--- src/rtl/fifo8_pkg.sv ---
// Shared constants for the 8-entry FIFO control path, storage bank and read mux.
// The FSM state records what happened to last cycle's requests.
package fifo8_pkg;

   localparam int FIFO_DEPTH = 8;
   localparam int FIFO_AW    = 3;

   localparam logic [2:0] ST_IDLE      = 3'd0;
   localparam logic [2:0] ST_WRITE     = 3'd1;
   localparam logic [2:0] ST_READ      = 3'd2;
   localparam logic [2:0] ST_WR_RD     = 3'd3;
   localparam logic [2:0] ST_WR_ERR    = 3'd4;
   localparam logic [2:0] ST_RD_ERR    = 3'd5;
   localparam logic [2:0] ST_WR_ERR_RD = 3'd6;
   localparam logic [2:0] ST_WR_RD_ERR = 3'd7;

endpackage

--- src/rtl/fifo8_ns_out.sv ---
// Next-state logic and status decode for the FIFO control FSM.
// Accept strobes come from the registered full/empty flags.
module fifo8_ns_out
   import fifo8_pkg::*;
(
   input  logic [2:0] state,
   input  logic       wr_en,
   input  logic       rd_en,
   input  logic       full,
   input  logic       empty,
   output logic [2:0] next_state,
   output logic       wr_ok,
   output logic       rd_ok,
   output logic       wr_ack,
   output logic       wr_err,
   output logic       rd_ack,
   output logic       rd_err
);

   always_comb begin
      wr_ok      = wr_en & ~full;
      rd_ok      = rd_en & ~empty;
      next_state = ST_IDLE;
      case ({wr_en, rd_en})
         2'b10: next_state = wr_ok ? ST_WRITE : ST_WR_ERR;
         2'b01: next_state = rd_ok ? ST_READ : ST_RD_ERR;
         2'b11: begin
            // full and empty together cannot occur, so 00 maps to IDLE
            case ({wr_ok, rd_ok})
               2'b11:   next_state = ST_WR_RD;
               2'b01:   next_state = ST_WR_ERR_RD;
               2'b10:   next_state = ST_WR_RD_ERR;
               default: next_state = ST_IDLE;
            endcase
         end
         default: next_state = ST_IDLE;
      endcase
   end

   always_comb begin
      wr_ack = 1'b0;
      wr_err = 1'b0;
      rd_ack = 1'b0;
      rd_err = 1'b0;
      case (state)
         ST_WRITE:     wr_ack = 1'b1;
         ST_READ:      rd_ack = 1'b1;
         ST_WR_RD:     begin wr_ack = 1'b1; rd_ack = 1'b1; end
         ST_WR_ERR:    wr_err = 1'b1;
         ST_RD_ERR:    rd_err = 1'b1;
         ST_WR_ERR_RD: begin wr_err = 1'b1; rd_ack = 1'b1; end
         ST_WR_RD_ERR: begin wr_ack = 1'b1; rd_err = 1'b1; end
         default:      ;
      endcase
   end

endmodule

--- src/rtl/fifo8_ctrl.sv ---
// Control path for the 8x32 FIFO: pointers, occupancy, one-hot bank write
// enables, registered read-mux select and one-cycle-late ack/err status.
module fifo8_ctrl
   import fifo8_pkg::*;
#(
   parameter int DEPTH = FIFO_DEPTH,
   parameter int AW    = FIFO_AW
) (
   input  logic             clk,
   input  logic             reset_n,
   input  logic             wr_en,
   input  logic             rd_en,
   output logic [DEPTH-1:0] we,
   output logic [AW-1:0]    rd_sel,
   output logic [AW:0]      data_count,
   output logic             full,
   output logic             empty,
   output logic             wr_ack,
   output logic             wr_err,
   output logic             rd_ack,
   output logic             rd_err
);

   logic [2:0]    state_q, state_d;
   logic [AW-1:0] head_q, head_d;
   logic [AW-1:0] tail_q, tail_d;
   logic [AW-1:0] rd_sel_q, rd_sel_d;
   logic [AW:0]   count_q, count_d;
   logic          full_q, full_d;
   logic          empty_q, empty_d;
   logic          wr_ok, rd_ok;

   fifo8_ns_out u_ns_out (
      .state      (state_q),
      .wr_en      (wr_en),
      .rd_en      (rd_en),
      .full       (full_q),
      .empty      (empty_q),
      .next_state (state_d),
      .wr_ok      (wr_ok),
      .rd_ok      (rd_ok),
      .wr_ack     (wr_ack),
      .wr_err     (wr_err),
      .rd_ack     (rd_ack),
      .rd_err     (rd_err)
   );

   // Bank captures d_in on the same edge the request is accepted.
   always_comb begin
      we = '0;
      if (reset_n && wr_ok)
         we = {{(DEPTH-1){1'b0}}, 1'b1} << tail_q;
   end

   always_comb begin
      tail_d   = wr_ok ? tail_q + AW'(1) : tail_q;
      head_d   = rd_ok ? head_q + AW'(1) : head_q;
      rd_sel_d = rd_ok ? head_q : rd_sel_q;
      count_d  = count_q;
      case ({wr_ok, rd_ok})
         2'b10:   count_d = count_q + (AW+1)'(1);
         2'b01:   count_d = count_q - (AW+1)'(1);
         default: count_d = count_q;
      endcase
      full_d  = (count_d == (AW+1)'(DEPTH));
      empty_d = (count_d == '0);
   end

   always_ff @(posedge clk) begin
      if (!reset_n) begin
         state_q  <= ST_IDLE;
         head_q   <= '0;
         tail_q   <= '0;
         rd_sel_q <= '0;
         count_q  <= '0;
         full_q   <= 1'b0;
         empty_q  <= 1'b1;
      end else begin
         state_q  <= state_d;
         head_q   <= head_d;
         tail_q   <= tail_d;
         rd_sel_q <= rd_sel_d;
         count_q  <= count_d;
         full_q   <= full_d;
         empty_q  <= empty_d;
      end
   end

   assign rd_sel     = rd_sel_q;
   assign data_count = count_q;
   assign full       = full_q;
   assign empty      = empty_q;

endmodule

--- config.mk ---
export PLATFORM = sky130hd
export DESIGN_NAME = fifo8_ctrl
export DESIGN_NICKNAME = d
export VERILOG_FILES = /design/src/rtl/fifo8_pkg.sv /design/src/rtl/fifo8_ns_out.sv /design/src/rtl/fifo8_ctrl.sv
export SDC_FILE = /design/constraint.sdc
export NUM_CORES = 1
export LEC_CHECK = 0
export BUFFER_PORTS_ARGS = -buffer_cell sky130_fd_sc_hd__buf_4
export CAP_MARGIN = 0
export CORE_MARGIN = 4
export CORE_UTILIZATION = 40
export DETAILED_ROUTE_END_ITERATION = 12
export PLACE_DENSITY_LB_ADDON = 0.3
export SETUP_SLACK_MARGIN = 0.3
export SLEW_MARGIN = 10
export SYNTH_ARGS = -nofsm -noshare
export SYNTH_HDL_FRONTEND = slang
export SYNTH_SLANG_ARGS = --single-unit
--- constraint.sdc ---
create_clock -name clk -period 2.95 [get_ports clk]
set_input_delay 0.295 -clock clk [delete_from_list [all_inputs] [get_ports clk]]
set_output_delay 0.295 -clock clk [all_outputs]
set_load 0.005 [all_outputs]
==> impl_metrics.tcl, run 1 <==
set metrics [dict create \
    status "finished clean" \
    hold_path.class "input pin to register" \
    die_width_um 57.08 \
    hold_viol 0 \
    clkTransAtPathRegs_ns 0.10 \
    period_minus_slack_ns 2.409 \
    fin_nets 153 \
    ys.flop_type "dfxtp_1" \
    cp_max_fo 8 \
    synthToLayoutAreaGrowth_pct 24.80 \
    switchingPower_uw 268.8 \
    syn_area_um2 963.4 \
    cp-end-kind "register" \
    cts_resized 0 \
    rsz0062_at_grt "false" \
    syn_nets 127 \
    dp_hpwl_mm 1.437 \
    r2r_slack_ns 0.54 \
    viasPerCell 4.903 \
    cts_hold_buf 0 \
    postSynthCellCount 112 \
    root_buffer "clkbuf_4" \
    p_comb_share_pct 37.5 \
    fillers 229 \
    reg2reg_depth 10 \
    ys_types 28 \
    grt_start_max_net_pins 18 \
    n_antenna_cell 0 \
    tns_ns 0 \
    cp-start-kind "register" \
    synth-edff-count 0 \
    clock_path_buffers 2 \
    gp_congestion 0.7633 \
    ys_seq_area_share_pct 37.40 \
    yosys.area.top_type_share_pct 37.40 \
    totalWireLength_mm 1.813 \
    rr_startpoint "empty$_SDFF_PN1_" \
    htreeDepth 1 \
    synth_warnings 0 \
    async_flop_share_pct 0 \
    finalSetupViolCount 0 \
    max_freq_ghz 0.4151 \
    ios 25 \
    ant_nets 0 \
    powerDensity_mw_per_mm2 657.4 \
    grt_pass1_vias 719 \
    cp.required_ns 3.14 \
    core_area_mm2 0.002255 \
    power_frac_clock_pct 18.6 \
    worstMarginPinSlew_ns 0.4506 \
    via_count 809 \
    synth_top_area_cell "dfxtp_1" \
    ys_seq_elements 18 \
    relSlewSlack_pct 69.78 \
    hold_start "wr_en" \
    holdPathEnd "state_q[1]$_SDFF_PN0_" \
    wl_per_cell_um 10.99 \
    dr.pass1.iters 4 \
    num_rows 17 \
    yosysMostFrequentCell "dfxtp_1" \
    sequentialPowerShare_pct 43.9 \
    cellLeakagePower_uw 0.0005782 \
    power.total_uw 790.5 \
    initial_utilization_pct 42.73 \
    drc 0 \
    synth.avg_cell_area_um2 8.602 \
    dieArea_mm2 0.003258 \
    maxSlewViolCount 0 \
    worst_slack_ns 0.5410 \
    track_usage_pct 11.67 \
    clock_skew_ns 0.0009965 \
    power.internal_uw 521.7 \
    synthTopCellsByCount "18 x dfxtp_1, 14 x nor2_1, 13 x nand2_1" \
    numCtsBuffers 3 \
    port_buffers 24 \
    drt_iter0_drc 8 \
    post-place-ws_ns 0.4960 \
    die-height_um 57.08 \
    design_area_mm2 0.001202 \
    synth.area.top_cells "dfxtp_1 37%, ha_1 14%, nor2_1 5.5%" \
    antenna_found_initial 0 \
    grt_pass1_wl_mm 3.111 \
    swShare_pct 34.00 \
    drive_gt1_share_pct 24.09 \
    insertion_delay_ns 0.29 \
    grt-ovfl-total 0 \
    dpl_cell_area_mm2 0.001166 \
    fin_crit_sh_pct 81.66 \
    post_cts_buffers 0 \
    peakVddDrop_mv 0.4030 \
    rr_endpoint "empty$_SDFF_PN1_" \
    drv_cap 0 \
    path_class "register to register" \
    cts.sinks 18 \
    whs_path_depth 2 \
    cp.arrival_ns 2.60 \
    cts_tree "done" \
]
[per-stage QoR]
stage | utilization, % | hold slack, ns | cells
floorplan | - | 0.3864 | 112
global placement | 51.72 | 0.4533 | 161
detailed placement | 51.72 | 0.4533 | 161
CTS | 53.33 | 0.2122 | 165
global route | 53.33 | 0.2217 | 165
finish | 53.33 | 0.2175 | 165
[layout by cell type, fill, tap and decap left out]
cell type  instances
a211oi_1           2
a211oi_2           1
a21boi_0           1
a21oi_1            9
a31o_2             1
and2_1             1
and3_1             8
and4b_1            1
buf_4             25
clkbuf_4           3
clkbuf_8           1
clkinv_1           2
dfxtp_1           18
ha_1              11
inv_1              5
mux2_2             1
mux2i_1            1
nand2_1           13
nand2b_1           3
nand3b_1           1
nand4b_1           1
nor2_1            14
nor2b_1            3
o21ai_0            1
o21ai_1            1
or3_2              1
xnor2_1            4
xor2_1             4
[worst max path at each step]
stage / depth (start not counted) / slack, ns / endpoint / start
2_1_floorplan: 11 / 0.63 / empty$_SDFF_PN1_ / empty$_SDFF_PN1_
3_3_place_gp: 11 / 0.56 / empty$_SDFF_PN1_ / rd_en
3_5_place_dp: 11 / 0.50 / empty$_SDFF_PN1_ / rd_en
4_1_cts: 10 / 0.52 / empty$_SDFF_PN1_ / empty$_SDFF_PN1_
5_1_grt: 10 / 0.34 / empty$_SDFF_PN1_ / empty$_SDFF_PN1_
6_report: 10 / 0.54 / empty$_SDFF_PN1_ / empty$_SDFF_PN1_
[power by group through the flow]
| stage | sequential [uW] | combinational [uW] | clock (uW) |
|---|---|---|---|
| floorplan | 343 | 202 | 0 |
| global placement | 347 | 294 | 0 |
| detailed placement | 352 | 298 | 0 |
| CTS | 347 | 300 | 154 |
| global route | 356 | 336 | 164 |
| finish | 347 | 296 | 147 |
[critical path, cell delays in order (launching register included)]
cell and delay (ns):
dfxtp_1 0.36, nand2b_1 0.23, clkinv_1 0.25, ha_1 0.34
xor2_1 0.18, ha_1 0.19, a21oi_1 0.14, xnor2_1 0.13
nand2_1 0.08, xor2_1 0.17, a31o_2 0.25
[metal layers]
layer	track usage [%]	vias up	part of all wire [%]
met4	2.980	0	1.1
met1	15.63	369	47
met2	18.76	17	46
met3	2.941	3	5.0
met5	0	-	0
li1	-	420	-
[state kept, by name (all words and copies together), names as in the netlist]
| name | flops |
|---|---|
| head_q | 3 |
| rd_sel | 3 |
| empty | 1 |
| state_q | 3 |
| tail_q | 3 |
| full | 1 |
| data_count | 4 |
[layout make-up]
cell class / count / area, um^2 / share of cell area, %
inverters: 7 / 26.28 / 2.185
repair buffers: 25 / 187.7 / 15.61
flip-flops and latches: 18 / 360.3 / 29.97
clock buffers: 4 / 36.28 / 3.018
multi-input cells: 83 / 556.8 / 46.31
well taps: 28 / 35.03 / 2.914
[cell families after synthesis]
logic type | after synthesis | synth area share, %
muxes | 2 | 2.208
DFF | 18 | 37.40
adders and majority gates | 11 | 14.29
buffers and inverters | 11 | 4.806
and+or+nand+nor | 46 | 23.77
xor gates and xnor gates | 8 | 7.272
AOI/OAI and AO/OA | 16 | 10.26
No activity file was read; power rests on OpenSTA's default activity.
==> run 2, diff against run 1 <==
Clock period 2.95 ns to 2.25 ns, I/O delays scaled along.
==> impl_metrics.tcl, run 2 (synthesis gave the netlist of run 1 again) <==
set metrics [dict create \
    status "finished clean" \
    r2r_slack_ns 0.38 \
    tns_ns 0 \
    gp_congestion 0.7865 \
    hold_path.class "input pin to register" \
    insertion_delay_ns 0.28 \
    drc 0 \
    grt_pass1_wl_mm 3.450 \
    clock_skew_ns 0.0005001 \
    cp_max_fo 5 \
    finalSetupViolCount 0 \
    port_buffers 24 \
    max_freq_ghz 0.5337 \
    fin_crit_sh_pct 83.27 \
    track_usage_pct 13.26 \
    ant_nets 0 \
    relSlewSlack_pct 78.69 \
    cp-start-kind "register" \
    dp_hpwl_mm 1.570 \
    fin_nets 162 \
    totalWireLength_mm 2.083 \
    grt_busiest_layer "met2" \
    numCtsBuffers 3 \
    initial_utilization_pct 42.73 \
    viasPerCell 4.902 \
    cts.sinks 18 \
    cellLeakagePower_uw 0.0006224 \
    clock_path_buffers 2 \
    die_width_um 57.08 \
    worstMarginPinSlew_ns 0.3163 \
    period_minus_slack_ns 1.874 \
    drv_cap 0 \
    cts_tree "done" \
    core_area_mm2 0.002255 \
    grt_start_max_net_pins 17 \
    rsz0062_at_grt "false" \
    cp.required_ns 2.44 \
    dieArea_mm2 0.003258 \
    power.total_uw 1116 \
    drive_gt1_share_pct 35.86 \
    grt_pass1_vias 777 \
    die-height_um 57.08 \
    fillers 219 \
    cp_slowest_cell "dfxtp_2" \
    cp-end-kind "register" \
    antenna_found_initial 0 \
    cp.arrival_ns 2.06 \
    powerDensity_mw_per_mm2 855.4 \
    num_rows 17 \
    finish.utilization_pct 57.88 \
    fin_cells 173 \
    path_class "register to register" \
    use_met3_pct 4.977 \
    final_cell_mix "34 x buf_4, 16 x dfxtp_1, 14 x nor2_1" \
    peakVddDrop_mv 0.5529 \
    wl_per_cell_um 12.04 \
    grt-ovfl-total 0 \
    ios 25 \
    dr.pass1.iters 4 \
    root_buffer "clkbuf_4" \
    clkTransAtPathRegs_ns 0.09 \
    path_cells "nor2b_2 > inv_2 > ha_1 > nand3b_1 > a211oi_2 > o21ai_1 > xor2_1 > and4b_1" \
    htreeDepth 1 \
    via_count 848 \
    mostFrequentLayoutCell "buf_4" \
    met2_usage_pct 22.19 \
    maxSlewViolCount 0 \
    dp.cells 163 \
    synthToLayoutAreaGrowth_pct 35.45 \
    hold_viol 0 \
    grtUsageMet1_pct 16.62 \
    largest_reg_flops 4 \
    drt_iter0_drc 12 \
    cpPeakStageDelay_ns 0.34 \
    n_antenna_cell 0 \
]
[run 2: changes by cell type in the layout (fill, tap and decap cells not counted), sizes merged]
cell,before,now
clkbuf,4,3
clkinv,2,1
inv,5,6
buf,25,34
[run 2: metal layers]
layer	part of all wire (%)	wire, um
met3	4.7	98
met5	0	0
met1	45	942
met2	49	1026
met4	0.67	14
[run 2: metrics by stage]
| step | setup slack [ns] | area, um^2 | hold slack, ns |
|---|---|---|---|
| CTS | 0.3190 | 1254 | 0.1365 |
| finish | 0.3764 | 1305 | 0.1390 |
| detailed placement | 0.2527 | 1214 | 0.4462 |
| global placement | 0.2955 | 1214 | 0.4368 |
| floorplan | 0.3020 | 1008 | 0.3164 |
| global route | 0.2568 | 1305 | 0.1355 |
[run 2: area by class of cell]
class | count | area (um^2) | share of cell area, %
multi-input combinational | 83 | 595.6 | 45.64
sequential | 18 | 362.8 | 27.80
timing repair buffer | 34 | 255.2 | 19.56
tap | 28 | 35.03 | 2.685
inverter | 7 | 33.78 | 2.589
clock buffer | 3 | 22.52 | 1.726
[run 2: worst paths after layout]
kind,from,depth (start not counted),endpoint
worst max-delay path,full$_SDFF_PN0_,8,full$_SDFF_PN0_
worst min-delay path,wr_en,2,state_q[1]$_SDFF_PN0_
worst max register to register,full$_SDFF_PN0_,8,full$_SDFF_PN0_
worst min register to register,rd_sel[0]$_SDFFE_PN0P_,2,rd_sel[0]$_SDFFE_PN0P_
[run 2: where the power goes]
group | switching, uW | internal (uW) | total, uW | leakage [uW]
combinational | 221 | 280 | 501 | 0.000461
clock | 92.2 | 62.2 | 154 | 0.0000138
sequential | 77.8 | 383 | 461 | 0.000148
total | 391 | 725 | 1120 | 0.000622
[run 2: what timing repair did]
action / 4_1_cts / 5_1_grt
pin swaps: 0 / 5
hold buffers: 0 / 0
setup endpoints to repair: 2 / 2
buffers inserted: 2 / 5
resized for setup: 1 / 4
[run 2: critical path: cells and delay by family (launching register included)]
family,cells,cell delay (ns)
compound gates,2,0.30
buf+inv,1,0.08
simple gates,3,0.56
flops,1,0.34
xor+xnor,1,0.25
fa+ha+maj,1,0.25
==> run 3, diff against run 2 <==
Settings changed: ABC_AREA from default to 1.
Clock period 2.25 ns to 1.5 ns, I/O delays scaled along.
==> impl_metrics.tcl, run 3 <==
set metrics [dict create \
    synth-edff-count 0 \
    ios 25 \
    ys_seq_elements 18 \
    rsz0062_at_grt "true" \
    synthMuxAreaShare_pct 0 \
    drive_gt1_share_pct 51.85 \
    maxSlewViolCount 0 \
    grt_pass1_vias 1040 \
    num_rows 18 \
    hold_start "reset_n" \
    synth.avg_cell_area_um2 7.462 \
    track_usage_pct 16.52 \
    power_frac_clock_pct 10.9 \
    synth_warnings 0 \
    cp-end-kind "register" \
    synthToLayoutAreaGrowth_pct 63.40 \
    via_count 1049 \
    cts_hold_buf 0 \
    worstMarginPinSlew_ns 0.2804 \
    relSlewSlack_pct 81.07 \
    sequentialPowerShare_pct 28.5 \
    grt-ovfl-total 0 \
    grt_pass1_wl_mm 4.347 \
    ys.flop_type "dfxtp_1" \
    synth_top_area_cell "dfxtp_1" \
    root_buffer "clkbuf_4" \
    antenna_found_initial 0 \
    violations "negative setup slack" \
    p_comb_share_pct 60.6 \
    worst_slack_ns -0.2185 \
    cp.arrival_ns 1.96 \
    gp_congestion 0.7553 \
    syn_nets 152 \
    htreeDepth 1 \
    path_class "register to register" \
    fin_nets 205 \
    async_flop_share_pct 0 \
    rr_startpoint "full$_SDFF_PN0_" \
    cp-start-kind "register" \
    synthSimpleGateAreaFrac_pct 25.95 \
    clock_skew_ns 0.003006 \
    viasPerCell 4.790 \
    cts_tree "done" \
    core_area_mm2 0.002455 \
    dieArea_mm2 0.003428 \
    synth.area.top_cells "dfxtp_1 35%, ha_1 13%, inv_1 8.8%" \
    die-height_um 58.55 \
    max_freq_ghz 0.5819 \
    clkTransAtPathRegs_ns 0.10 \
    crit_start "full$_SDFF_PN0_" \
    synth_top_family_by_area "simple AND/OR/NAND/NOR gates" \
    port_buffers 24 \
    cellLeakagePower_uw 0.0008040 \
    numCtsBuffers 3 \
    insertion_delay_ns 0.30 \
    peakVddDrop_mv 1.574 \
    synth_fa_ha_area_share_pct 13.46 \
    fin_crit_sh_pct 114.6 \
    status "complete, but fails checks" \
    grt_start_max_net_pins 13 \
    holdWs_ns 0.1634 \
    finalSetupViolCount 12 \
    power.internal_uw 1645 \
    mostFrequentLayoutCell "buf_4" \
    period_minus_slack_ns 1.719 \
    yosys.area.top_type_share_pct 35.25 \
    hold_viol 0 \
    drv_cap 0 \
    drt_iter0_drc 19 \
    clock_path_buffers 2 \
    dp_hpwl_mm 1.795 \
    totalWireLength_mm 2.747 \
    ys_seq_area_share_pct 35.25 \
    dr.pass1.iters 4 \
    postSynthCellCount 137 \
    synth_xor_area_share_pct 1.714 \
    syn_area_mm2 0.001022 \
    ys_types 25 \
    final_cell_mix "47 x buf_4, 21 x inv_1, 14 x dfxtp_1" \
    drc 0 \
    initial_utilization_pct 41.64 \
    swShare_pct 40.17 \
    yosysMostFrequentCell "inv_1" \
    switchingPower_uw 1105 \
    synth_compound_area_share_pct 11.38 \
    cts.sinks 18 \
    wl_per_cell_um 12.54 \
    n_antenna_cell 0 \
    largest_reg_flops 4 \
    cp_max_fo 4 \
    die_width_um 58.55 \
    power.total_uw 2750 \
    powerDensity_mw_per_mm2 1646 \
    ant_nets 0 \
    synthTopCellsByCount "24 x inv_1, 18 x dfxtp_1, 14 x nand2_1, 14 x nor2_1, 11 x ha_1" \
    hold_path.class "input pin to register" \
    cp.required_ns 1.74 \
]
-- run 3: cell count changes after synthesis, sizes merged, moves of 4 or more --
cell	before	now
nor3	0	6
and3	8	0
nand2	13	18
inv	5	27
nor2	14	18
o21ai	2	10
nand3	0	9
-- run 3: cells by family after synthesis --
group,after synthesis
adders and majority gates,11
and+or+nand+nor,54
AOI/OAI and AO/OA,22
xor gates and xnor gates,2
DFF,18
buffers and inverters,30
-- run 3: layout make-up --
type	instances	area, um^2
Fill cell	207	784.5
Multi-Input combinational cell	90	732.0
Timing Repair Buffer	50	390.4
Sequential cell	18	370.4
Inverter	27	103.9
Tap cell	30	37.54
Clock buffer	4	36.28
-- run 3: worst max-delay path, cell delays in order, from the launching register on --
cell	delay, ns
dfxtp_2	0.35
nor2_4	0.12
inv_4	0.07
ha_4	0.18
nand2_2	0.06
inv_2	0.05
nor2_4	0.12
ha_4	0.21
nand2_2	0.05
o21ai_2	0.06
nor2_2	0.11
nand3_2	0.13
nand2_1	0.08
nand2_1	0.04
inv_1	0.04
-- run 3: power groups by stage --
| stage | logic [uW] | clock network (uW) | registers [uW] |
|---|---|---|---|
| after floorplan | 690 | 0 | 762 |
| after global placement | 1140 | 0 | 762 |
| after detailed placement | 1190 | 0 | 772 |
| after CTS | 1370 | 305 | 773 |
| after global routing | 1810 | 343 | 801 |
| final | 1670 | 300 | 782 |
-- run 3: metrics by stage --
stage	utilization (%)	cell area, um^2	worst slack (ns)	setup TNS [ns]	std cells
finish	68.04	1670	-0.2185	-1.169	219
detailed placement	56.52	1388	-0.1714	-0.4288	204
floorplan	-	1077	-0.1199	-0.1592	137
global route	68.04	1670	-0.2905	-2.321	219
CTS	62.33	1530	-0.1596	-0.5774	215
global placement	56.52	1388	-0.1322	-0.2858	204
-- run 3: timing repair --
action                                  CTS  global route
setup buffers                             7             3
cloned                                    0             1
endpoints found under the setup margin   16            18
pin swaps                                 6             4
resized for setup                        11            28
-- run 3: worst paths after layout --
path                            end  cells after the start  slack [ns]
max                empty$_SDFF_PN1_                     14       -0.22
min           state_q[2]$_SDFF_PN0_                      3        0.16
max reg2reg        empty$_SDFF_PN1_                     14       -0.22
min reg2reg  rd_sel[2]$_SDFFE_PN0P_                      2        0.48
-- run 3: routing by layer --
metal	vias up	GRT usage (%)	wire [um]	share of wire, %
met4	0	5.960	39	1.4
met3	6	4.167	77	2.8
met5	-	0	0	0
li1	534	-	-	-
met2	19	30.14	1497	54
met1	490	18.30	1132	41
